<file path="src/rtl/alu_pkg.sv">
// alu_pkg: ALU control codes shared with the ALU control decoder, plus the buffered-result entry layout.
package alu_pkg;
  localparam int ALUCTRL_W = 3;
  localparam logic [ALUCTRL_W-1:0] ALU_AND = 3'b000;
  localparam logic [ALUCTRL_W-1:0] ALU_OR  = 3'b001;
  localparam logic [ALUCTRL_W-1:0] ALU_ADD = 3'b010;
  localparam logic [ALUCTRL_W-1:0] ALU_SUB = 3'b011;
  localparam logic [ALUCTRL_W-1:0] ALU_SLT = 3'b100;
  localparam int ALU_XLEN = 32;
  localparam int ALU_TAGW = 5;
  typedef struct packed {
    logic [ALU_XLEN-1:0] result;
    logic                zero;
    logic                illegal;
    logic [ALU_TAGW-1:0] tag;
  } alu_entry_t;
endpackage

</file>
<file path="src/rtl/alu_result_fifo.sv">
// alu_result_fifo: circular result buffer with occupancy count, flush and async active-low reset.
module alu_result_fifo #(
  parameter int W = 39,
  parameter int DEPTH = 2,
  localparam int AW = $clog2(DEPTH),
  localparam int CW = AW + 1
) (
  input  logic          clk,
  input  logic          rst_n,
  input  logic          i_flush,
  input  logic          i_push,
  input  logic          i_pop,
  input  logic [W-1:0]  i_data,
  output logic [W-1:0]  o_data,
  output logic [CW-1:0] o_count
);
  logic [W-1:0]  r_mem [DEPTH];
  logic [AW-1:0] r_wptr;
  logic [AW-1:0] r_rptr;
  logic [CW-1:0] r_count;
  logic [W-1:0]  r_last;
  logic [W-1:0]  w_head;
  assign w_head  = r_mem[r_rptr];
  // r_last keeps the most recent head so outputs hold steady while empty
  assign o_data  = (r_count != '0) ? w_head : r_last;
  assign o_count = r_count;
  always_ff @(posedge clk) begin
    if (i_push) r_mem[r_wptr] <= i_data;
  end
  always_ff @(posedge clk or negedge rst_n) begin
    if (!rst_n) begin
      r_wptr  <= '0;
      r_rptr  <= '0;
      r_count <= '0;
      r_last  <= '0;
    end else begin
      if (r_count != '0) r_last <= w_head;
      if (i_flush) begin
        r_wptr  <= '0;
        r_rptr  <= '0;
        r_count <= '0;
      end else begin
        if (i_push) r_wptr <= r_wptr + 1'b1;
        if (i_pop) r_rptr <= r_rptr + 1'b1;
        r_count <= r_count + CW'(i_push) - CW'(i_pop);
      end
    end
  end
endmodule

</file>
<file path="src/rtl/alu_exec_unit.sv">
// alu_exec_unit: execute-stage ALU whose results are buffered behind a valid/ready handshake
// so a downstream MEM/WB stall does not drop results.
module alu_exec_unit
  import alu_pkg::*;
#(
  parameter int XLEN = ALU_XLEN,
  parameter int TAGW = ALU_TAGW,
  parameter int DEPTH = 2,
  localparam int CW = $clog2(DEPTH) + 1
) (
  input  logic                 clk,
  input  logic                 rst_n,
  input  logic                 flush,
  input  logic                 in_valid,
  output logic                 in_ready,
  input  logic [ALUCTRL_W-1:0] aluctrl,
  input  logic [XLEN-1:0]      op_a,
  input  logic [XLEN-1:0]      op_b,
  input  logic [TAGW-1:0]      in_tag,
  output logic                 out_valid,
  input  logic                 out_ready,
  output logic [XLEN-1:0]      result,
  output logic                 zero,
  output logic                 illegal,
  output logic [TAGW-1:0]      out_tag,
  output logic [CW-1:0]        count
);
  localparam int EW = XLEN + TAGW + 2;
  logic [XLEN-1:0] w_res;
  logic            w_illegal;
  logic            w_push;
  logic            w_pop;
  logic [EW-1:0]   w_entry;
  logic [EW-1:0]   w_head;
  assign w_illegal = aluctrl > ALU_SLT;
  always_comb begin
    w_res = (aluctrl == ALU_AND) ? op_a & op_b :
            (aluctrl == ALU_OR)  ? op_a | op_b :
            (aluctrl == ALU_ADD) ? op_a + op_b :
            (aluctrl == ALU_SUB) ? op_a - op_b :
            (aluctrl == ALU_SLT) ? XLEN'($signed(op_a) < $signed(op_b)) : '0;
  end
  // in_ready deliberately ignores out_ready to keep the upstream path short
  assign in_ready  = (count < CW'(DEPTH)) && !flush;
  assign out_valid = count != '0;
  assign w_push    = in_valid && in_ready;
  assign w_pop     = out_valid && out_ready;
  assign w_entry   = {w_res, w_res == '0, w_illegal, in_tag};
  assign {result, zero, illegal, out_tag} = w_head;
  alu_result_fifo #(.W(EW), .DEPTH(DEPTH)) u_fifo (
    .clk     (clk),
    .rst_n   (rst_n),
    .i_flush (flush),
    .i_push  (w_push),
    .i_pop   (w_pop),
    .i_data  (w_entry),
    .o_data  (w_head),
    .o_count (count)
  );
  a_hold_stable: assert property (@(posedge clk) disable iff (!rst_n)
    in_valid && !in_ready && !flush |=> $stable({aluctrl, op_a, op_b, in_tag}));
  a_count_max: assert property (@(posedge clk) disable iff (!rst_n) count <= CW'(DEPTH));
endmodule

</file>
<file path="config.mk">
export PLATFORM = sky130hd
export DESIGN_NAME = alu_exec_unit
export DESIGN_NICKNAME = d
export VERILOG_FILES = /design/src/rtl/alu_pkg.sv /design/src/rtl/alu_result_fifo.sv /design/src/rtl/alu_exec_unit.sv
export SDC_FILE = /design/constraint.sdc
export NUM_CORES = 1
export LEC_CHECK = 0
export ABC_AREA = 1
export BUFFER_PORTS_ARGS = -buffer_cell sky130_fd_sc_hd__buf_4
export CORE_UTILIZATION = 55
export CTS_CLUSTER_DIAMETER = 150
export DETAILED_ROUTE_END_ITERATION = 10
export GPL_TIMING_DRIVEN = 0
export PLACE_DENSITY_LB_ADDON = 0.08
export SYNTH_ARGS = -nofsm -noshare
export SYNTH_HDL_FRONTEND = slang
export SYNTH_SLANG_ARGS = --single-unit
</file>
<file path="constraint.sdc">
create_clock -name clk -period 5.4 [get_ports clk]
set_clock_uncertainty 0.05 [all_clocks]
set_input_delay 0.54 -clock clk [delete_from_list [all_inputs] [get_ports clk]]
set_output_delay 0.54 -clock clk [all_outputs]
set_load 0.005 [all_outputs]
</file>
### Word-level counts from Yosys, hierarchy flattened

Memory sizes are Yosys's and may differ from the RTL's.
Cells that the tools add are included.

| operators by class | value |
|---|---|
| bitwise logic cells | 2 |
| order comparisons | 3 |
| equal/unequal tests | 4 |
| reductions and logical operators | 9 |
| add/subtract/negate cells | 6 |
| mux-type cells | 13 |

Operators by type and width:

| kind | number |
|---|---|
| $mux W32 | 4 |
| $mux W39 | 1 |
| $add A32 B32 Y32 | 1 |
| $and A32 B32 Y32 | 1 |
| $logic_not A32 Y1 | 1 |
| $lt A32 B32 Y1 | 1 |
| $or A32 B32 Y32 | 1 |
| $sub A32 B32 Y32 | 1 |
| $mux W1 | 7 |
| $eq A3 B2 Y1 const B | 2 |
| $reduce_bool A2 Y1 | 3 |
| $eq A3 B1 Y1 const B | 1 |
| $eq A3 B3 Y1 const B | 1 |
| $gt A3 B3 Y1 const B | 1 |
| $logic_and A1 B1 Y1 | 3 |
| $logic_not A3 Y1 | 1 |
| $add A1 B1 Y1 const B | 2 |
| $add A2 B1 Y2 | 1 |
| $lt A2 B2 Y1 const B | 1 |
| $mux W2 | 1 |
| $sub A2 B1 Y2 | 1 |
| $logic_not A1 Y1 | 1 |

| word-level totals | value |
|---|---|
| bits in writable memories | 78 |
| bits of input ports | 77 |
| register bits after elaboration | 43 |
| memories | 1 |

Memories:

| memory | words | bits a word | rd ports | clocked after Yosys merged registers in | write ports | line | RTL |
|---|---|---|---|---|---|---|---|
| u_fifo.r_mem | 2 | 39 | 1 | 0 | 1 | alu_result_fifo.sv:17 | `logic [W-1:0] r_mem [DEPTH];` |

### Depth between registers and ports, before layout

Gate-level depths: netlist (run 1).

| logic depth | value |
|---|---|
| depth in word-level cells | 7 |
| depth in mapped cells | 22 |
| gate-level depth less buffers | 21 |

### By module

Synthesis (run 1) repeated with hierarchy kept, for this count alone.

| second synthesis, totals | value |
|---|---|
| cell total of the unflattened synthesis | 1,716 |
| area, all modules | 11,477.3 um^2 |

By module, submodules not included:

| module | times used | sequential area each (um^2) | area an instance (um^2) | cells each |
|---|---|---|---|---|
| alu_exec_unit | 1 | 0.0 | 6,984.2 | 1,359 |
| alu_result_fifo | 1 | 3,418.3 | 4,493.1 | 357 |

### Worst setup path after synthesis (run 1)

OpenSTA, ideal clock, no wires.

| timing | value |
|---|---|
| kind | in2reg |
| from | input flush |
| to | memory u_fifo.r_mem[0][0], enable pin |
| data arrival time | 2.481 ns |
| buffers on the path | 0 |
| setup time | 0.435 ns |
| slack | 2.433 ns |
| cell stages on the path | 3 |
| data required time | 4.915 ns |
| cells stage by stage | nor2_1 -> nand2_1 -> nor2_1 |

| between the ends | value |
|---|---|
| word-level cells in the longest chain between the ends | 5 |

Ends and longest elaborated chain:

| what | line | RTL |
|---|---|---|
| start: declaration | alu_exec_unit.sv:13 | `input logic flush,` |
| $logic_not A1 Y1 | alu_exec_unit.sv:44 | `assign in_ready = (count < CW'(DEPTH)) && !flush;` |
| $logic_and A1 B1 Y1 | alu_exec_unit.sv:44 |  |
| $logic_and A1 B1 Y1 | alu_exec_unit.sv:46 | `assign w_push = in_valid && in_ready;` |
| $mux W1 | alu_result_fifo.sv:28 | `if (i_push) r_mem[r_wptr] <= i_data;` |
| $mux W1 (not written as such) | alu_result_fifo.sv:28 |  |
| end: declaration | alu_result_fifo.sv:17 |  |

Every way passes these cells.

### Worst setup path after layout (run 1)

| timing | value |
|---|---|
| from | register u_fifo.r_rptr |
| to | output result[25] |

| between the ends | value |
|---|---|
| word-level cells in the longest chain between the ends | 2 |

Ends and longest elaborated chain:

| what | line | RTL |
|---|---|---|
| start: declaration | alu_result_fifo.sv:19 | `logic [AW-1:0] r_rptr;` |
| start signal: assignment | alu_result_fifo.sv:44 | `if (i_pop) r_rptr <= r_rptr + 1'b1;` |
| $mem_v2 Z2 W39 | n/a |  |
| $mux W39 | alu_result_fifo.sv:25 | `assign o_data = (r_count != '0) ? w_head : r_last;` |
| end: declaration | alu_exec_unit.sv:22 | `output logic [XLEN-1:0] result,` |

Every way passes these cells.

==> results.py, run 1 <==
metrics = {
    "placement": {
        "dp_slack_ns": 2.184,
        "hpwl_mm": 26.66,
        "numPortBuffers": 119,
        "place.gp.congestion": 0.9498,
        "dpl_cell_area_sq_um": 12790,
        "place_inst": 2060,
    },
    "pwr": {
        "p_leak_nw": 7.150,
        "total_power_mw": 4.288,
        "peakVddDrop_mv": 0.2633,
        "power_density_nw_per_um2": 320.0,
    },
    "clocking": {
        "postCtsSetupRepairBufs": 0,
        "clk_latency_ns": 0.40,
        "clk_path_buf_depth": 2,
        "cts_buffers": 17,
        "cts_hold_buffers": 0,
        "cts-root-buf": "clkbuf_16",
        "cts_num_sinks": 121,
        "clkTransAtPathRegs_ns": 0.05,
        "cts_tree": "done",
        "h-tree-depth": 4,
        "post_cts_resize_count": 0,
    },
    "cells_and_area": {
        "n_antenna_cell": 0,
        "nFillCells": 1838,
        "multi_input_area_sq_um": 6409,
        "drive_gt1_share_pct": 20.10,
        "instances_no_fill": 2091,
        "fin_nets": 1986,
        "finalCoreUtilization_pct": 65.80,
        "area_growth_pct": 16.47,
        "regArea_sq_um": 3418,
        "final_cell_mix": "nand2_1 (485), inv_1 (317), a21oi_1 (123), buf_4 (123), nor2_1 (122)",
        "stdcell_area_sq_um": 13400,
        "final_common_cell": "nand2_1",
    },
    "sta": {
        "max_freq_ghz": 0.3294,
        "final_max_slew_viol_count": 0,
        "finalHoldViolCount": 0,
        "slew-limit-headroom_pct": 50.78,
        "hold_ws_ns": 0.07664,
        "rsz0062_at_grt": "no",
        "setup_viol": 0,
        "fin_ws_ns": 2.365,
        "finalCritPeriodShare_pct": 56.21,
        "period_needed_ns": 3.035,
        "setup_tns_ns": 0,
        "worst_pin_slew_ns": 0.7382,
    },
    "floorplanning": {
        "core_sq_um": 20360,
        "die_w_microns": 146.6,
        "design.die.area_sq_um": 21500,
        "io-pin-count": 120,
        "initial_utilization_pct": 56.49,
        "die_height_microns": 146.6,
        "rows": 52,
    },
    "yosys": {
        "ys_ff_latch": 121,
        "synth_edf_count": 78,
        "netlist_area_sq_um": 11500,
        "yosysWarnings": 0,
        "synth.distinct_cells": 47,
        "syn_inst": 1669,
        "synth_area_per_cell_sq_um": 6.893,
        "ys.flop_type": "edfxtp_1",
        "ys_seq_area_share_pct": 29.71,
        "async_flop_share_pct": 35.54,
        "syn_nets": 1846,
    },
    "global_route": {
        "grt_use_total_pct": 31.33,
        "grt_pass1_wl_mm": 52.27,
        "grt_antenna_before_repair": 0,
        "grt_pass1_vias": 10180,
        "grt_max_degree": 44,
        "overflow": 0,
    },
    "critical_path": {
        "crit_family": "buffers and inverters",
        "critPathCaptureType": "output pin",
        "crit_path_frequent_cell": "clkbuf_1",
        "cpPeakStageDelay_ns": 0.43,
        "path_buf_inv": 5,
        "critPathLaunchType": "register",
        "path_cells": "clkbuf_1 -> inv_1 -> clkbuf_1 -> clkbuf_1 -> nand2_1 -> a21oi_1 -> buf_4",
        "worst_ep_arrival_time_ns": 2.45,
        "required_ns": 4.81,
        "cp_slowest_cell": "clkbuf_1",
        "crit_type": "register to output pin",
        "crit_fanout": 10,
    },
    "drt": {
        "maxUsedRoutingLayer": "met4",
        "wl_per_cell_microns": 15.81,
        "drc": 0,
        "drt_iter0_markers": 752,
        "dr_wl_met2_mm": 15.50,
        "wl_met3_mm": 2.427,
        "final_antenna_net_count": 0,
        "drt-met1-wl_mm": 14.61,
        "num_vias": 10790,
        "viasPerCell": 5.158,
        "wl_mm": 33.07,
        "drt_first_pass_iters": 5,
    },
    "run": {
        "max_cap_viol_count": 0,
    },
    "hold_path": {
        "hold_path.class": "input pin to async pin",
    },
    "outcome": {
        "status": "complete, no violations",
    },
}
## kinds of logic after synthesis
logic type               Yosys count  share of synthesized area [%]
AO/OA/AOI/OAI                    171                          8.102
XOR/XNOR                           7                         0.5329
adder cells (fa/ha/maj)          100                          11.01
buffers and inverters            396                          14.71
flip-flops                       121                          29.71
AND/OR/NAND/NOR                  874                          35.93
## flip-flops by register name, summed over array words and instances, names as in the netlist
| signal | count |
|---|---|
| u_fifo.r_wptr | 1 |
| u_fifo.o_count | 2 |
| u_fifo.r_last | 39 |
| u_fifo.r_rptr | 1 |
| u_fifo.r_mem | 78 |
## cell type report
type	instances	share of cell area, %
repair buffers	121	6.966
flip-flops and latches	121	25.51
clock inverters	12	1.307
clock buffers	19	3.231
plain buffers	54	3.054
inverters	342	9.581
well taps	270	2.521
multi-input cells	1152	47.83
## path summary, 6_finish.rpt
check | slack, ns | start | cells past startpoint | end
setup / recovery | 2.36 | u_fifo.r_rptr | 7 | result[25]
hold / removal | 0.08 | rst_n | 1 | u_fifo.r_last[12]
setup reg to reg | 3.07 | u_fifo.o_count[1] | 8 | u_fifo.o_count[1]
hold reg to reg | 0.49 | u_fifo.r_mem[0][21] | 2 | u_fifo.r_last[21]
max in group asynchronous | 4.82 | rst_n | 1 | u_fifo.r_last[3]
min in group clk | 0.27 | in_tag[3] | 1 | u_fifo.r_mem[1][3]
## cell usage after synthesis (all sizes together) (5+ instances only)
library cell	instances	area share (%)
or2	23	1.3
nand4	31	2.4
nand3	108	5.7
clkbuf	23	0.92
o21bai	5	0.36
dfrtp	43	9.4
ha	98	11
nor3	8	0.61
nand2	533	19
o21ai	26	1.1
xor2	6	0.46
inv	339	11
buf	31	2.6
a21oi	128	5.7
nor2	166	6.9
edfxtp	78	20
## worst reg2reg max path, cell delays in order (launching register included)
cell and delay (ns):
dfrtp_1 0.42, nor2_1 0.40, clkbuf_1 0.45, nor2_1 0.17, ha_1 0.32, inv_1 0.04, ha_1 0.18, xor2_1 0.16
nor2_1 0.05
## report_power, final
group | internal (mW) | switching (mW) | total (mW) | leakage [nW]
clock | 0.768 | 0.388 | 1.16 | 0.289
sequential | 1.21 | 0.0622 | 1.28 | 1.21
combinational | 0.731 | 1.13 | 1.86 | 5.65
total | 2.71 | 1.58 | 4.29 | 7.15
## layer usage
metal	GRT usage (%)	vias up
li1	-	5418
met1	42.78	4956
met2	52.73	375
met3	3.938	37
met4	7.135	0
met5	0	-
(Power assumes the default switching activity.)
==> run 2: changes to the inputs <==
clock period = 2.8 ns   (was 5.4 ns; I/O delays follow)
==> run 2 against run 1 <==
Final area grew 0.17%. Sequential power rose by 92%. Clock-buffer cell count unchanged. Cell count barely moved. Critical path depth increased by 5. Sequential share of layout area is essentially flat. First-iteration DRC count down 3.3%.
==> results.py, run 2 (synthesized netlist as in run 1, its figures left out) <==
metrics = {
    "sta": {
        "max_freq_ghz": 0.3802,
        "finalCritPeriodShare_pct": 93.94,
        "hold_ws_ns": 0.01047,
        "final_max_slew_viol_count": 0,
        "slew-limit-headroom_pct": 50.61,
        "worst_pin_slew_ns": 0.7408,
        "rsz0062_at_grt": "no",
        "period_needed_ns": 2.630,
        "finalHoldViolCount": 0,
        "setup_viol": 0,
    },
    "pwr": {
        "pwr-share-seq_pct": 29.7,
        "power_frac_comb_pct": 43.3,
        "p_leak_nw": 7.160,
        "power_density_nw_per_um2": 616.2,
        "peakVddDrop_mv": 0.5059,
        "switching_share_pct": 36.73,
        "p_sw_mw": 3.038,
        "clkPwrFrac_pct": 26.9,
        "internal-power_mw": 5.232,
    },
    "cells_and_area": {
        "drive_gt1_share_pct": 20.20,
        "n_antenna_cell": 0,
        "final_cell_mix": "nand2_1 (485), inv_1 (316), a21oi_1 (123), buf_4 (123), nor2_1 (122)",
        "nFillCells": 1836,
        "largest_reg_flops": 78,
        "fin_nets": 1987,
        "regMostFlops": "u_fifo.r_mem",
        "stdcell_area_sq_um": 13420,
        "final_common_cell": "nand2_1",
        "area_growth_pct": 16.66,
    },
    "critical_path": {
        "path_buf_inv": 3,
        "crit_path_frequent_cell": "nor2_1",
        "r2r_start": "u_fifo.o_count[1]",
        "cpPeakStageDelay_ns": 0.63,
        "worst_ep_arrival_time_ns": 2.73,
        "crit_family": "simple AND/OR/NAND/NOR gates",
        "critPathCaptureType": "register",
        "path_cells": "buf_4 -> inv_1 -> nand2_1 -> nor2_1 -> clkbuf_1 -> nand3_1 -> o2111ai_1 -> nor2_1 -> nand2_1 -> nor2_1 -> nand3_1 -> nor2_2",
        "crit_type": "input pin to register",
        "required_ns": 2.90,
        "cp-startpoint": "aluctrl[2]",
        "critPathLaunchType": "input pin",
        "crit_fanout": 10,
        "cp_slowest_cell": "clkbuf_1",
    },
    "clocking": {
        "clk_path_buf_depth": 2,
        "cts_buffers": 17,
        "cts-root-buf": "clkbuf_16",
        "clkTransAtPathRegs_ns": 0.05,
        "cts_tree": "done",
        "h-tree-depth": 4,
        "postCtsSetupRepairBufs": 0,
        "clk_latency_ns": 0.40,
        "cts_num_sinks": 121,
    },
    "global_route": {
        "grt_max_degree": 44,
        "grt_antenna_before_repair": 0,
        "grt_pass1_wl_mm": 52.27,
        "grt_pass1_vias": 10180,
        "grt_use_total_pct": 31.33,
        "overflow": 0,
    },
    "floorplanning": {
        "io-pin-count": 120,
        "die_w_microns": 146.6,
        "design.die.area_sq_um": 21500,
        "core_sq_um": 20360,
        "die_height_microns": 146.6,
        "rows": 52,
        "initial_utilization_pct": 56.49,
    },
    "drt": {
        "drt-met1-wl_mm": 14.99,
        "num_vias": 10770,
        "viasPerCell": 5.148,
        "drc": 0,
        "dr_wl_met2_mm": 15.57,
        "wl_per_cell_microns": 15.86,
        "maxUsedRoutingLayer": "met4",
        "drt_first_pass_iters": 5,
        "wl_mm": 33.17,
        "final_antenna_net_count": 0,
        "wl_met3_mm": 2.129,
        "drt_iter0_markers": 727,
    },
    "hold_path": {
        "hold_path.class": "input pin to register",
        "holdCritStartpoint": "in_tag[3]",
    },
    "run": {
        "max_cap_viol_count": 0,
    },
    "placement": {
        "hpwl_mm": 26.66,
        "dpl_cell_area_sq_um": 12790,
        "numPortBuffers": 119,
        "place.gp.congestion": 0.9498,
    },
    "outcome": {
        "status": "complete, no violations",
    },
}
[run 2: cell types whose count changed in the layout (fill, tap and decap cells not counted), sizes merged]
cell / delta
dlygate4sd3: +2
clkbuf: -1
[run 2: path summary, 6_finish.rpt]
path / to / slack [ns] / depth (start not counted)
worst max register to register: u_fifo.o_count[1] / 0.50 / 8
worst max-delay path: u_fifo.r_mem[1][6] / 0.17 / 12
worst min register to register: u_fifo.r_last[22] / 0.49 / 2
worst min-delay path: u_fifo.r_mem[1][3] / 0.01 / 1
max in group asynchronous: u_fifo.r_last[3] / 1.93 / 2
min in group asynchronous: u_fifo.r_last[12] / 0.36 / 2
[run 2: power by group through the flow]
stage / logic [mW] / registers [mW] / clock network, mW
after detailed placement: 3.50 / 2.49 / 0
after CTS: 3.57 / 2.46 / 2.25
after global placement: 3.41 / 2.48 / 0
final: 3.58 / 2.46 / 2.23
after global routing: 3.97 / 2.49 / 2.32
after floorplan: 2.05 / 2.46 / 0
[run 2: cell type report]
cell class | count | area, sq um | share of cell area (%)
clock buffers | 19 | 432.9 | 3.226
flip-flops and latches | 121 | 3418 | 25.47
well taps | 270 | 337.8 | 2.517
multi-input cells | 1152 | 6415 | 47.80
repair buffers | 123 | 953.4 | 7.104
inverters | 342 | 1284 | 9.565
clock inverters | 12 | 175.2 | 1.305
plain buffers | 53 | 405.4 | 3.020
[run 2: routing by layer]
metal | vias to the layer above | global-route usage (%)
met1 | 4973 | 42.78
li1 | 5416 | -
met3 | 30 | 3.938
met4 | 0 | 7.135
met2 | 350 | 52.73
met5 | - | 0
[run 2: stage by stage]
| step | total power [mW] | setup TNS [ns] | utilization, % | setup WS [ns] | instances |
|---|---|---|---|---|---|
| floorplan | 4.507 | -2.862 | - | -0.03669 | 1669 |
| global placement | 5.885 | -71.18 | 62.54 | -0.9268 | 2058 |
| detailed placement | 5.989 | -0.3112 | 62.81 | -0.1556 | 2060 |
| CTS | 8.279 | 0 | 65.85 | 0.03775 | 2092 |
| global route | 8.782 | 0 | 65.91 | 0.03260 | 2092 |
| finish | 8.270 | 0 | 65.91 | 0.1698 | 2092 |
[run 2: repair_timing]
| item | 4_1_cts | 5_1_grt |
|---|---|---|
| hold buffers | 1 | 1 |
| resized for setup | 0 | 2 |
| endpoints found under the hold margin | 43 | 2 |
| setup endpoints to repair | 0 | 12 |
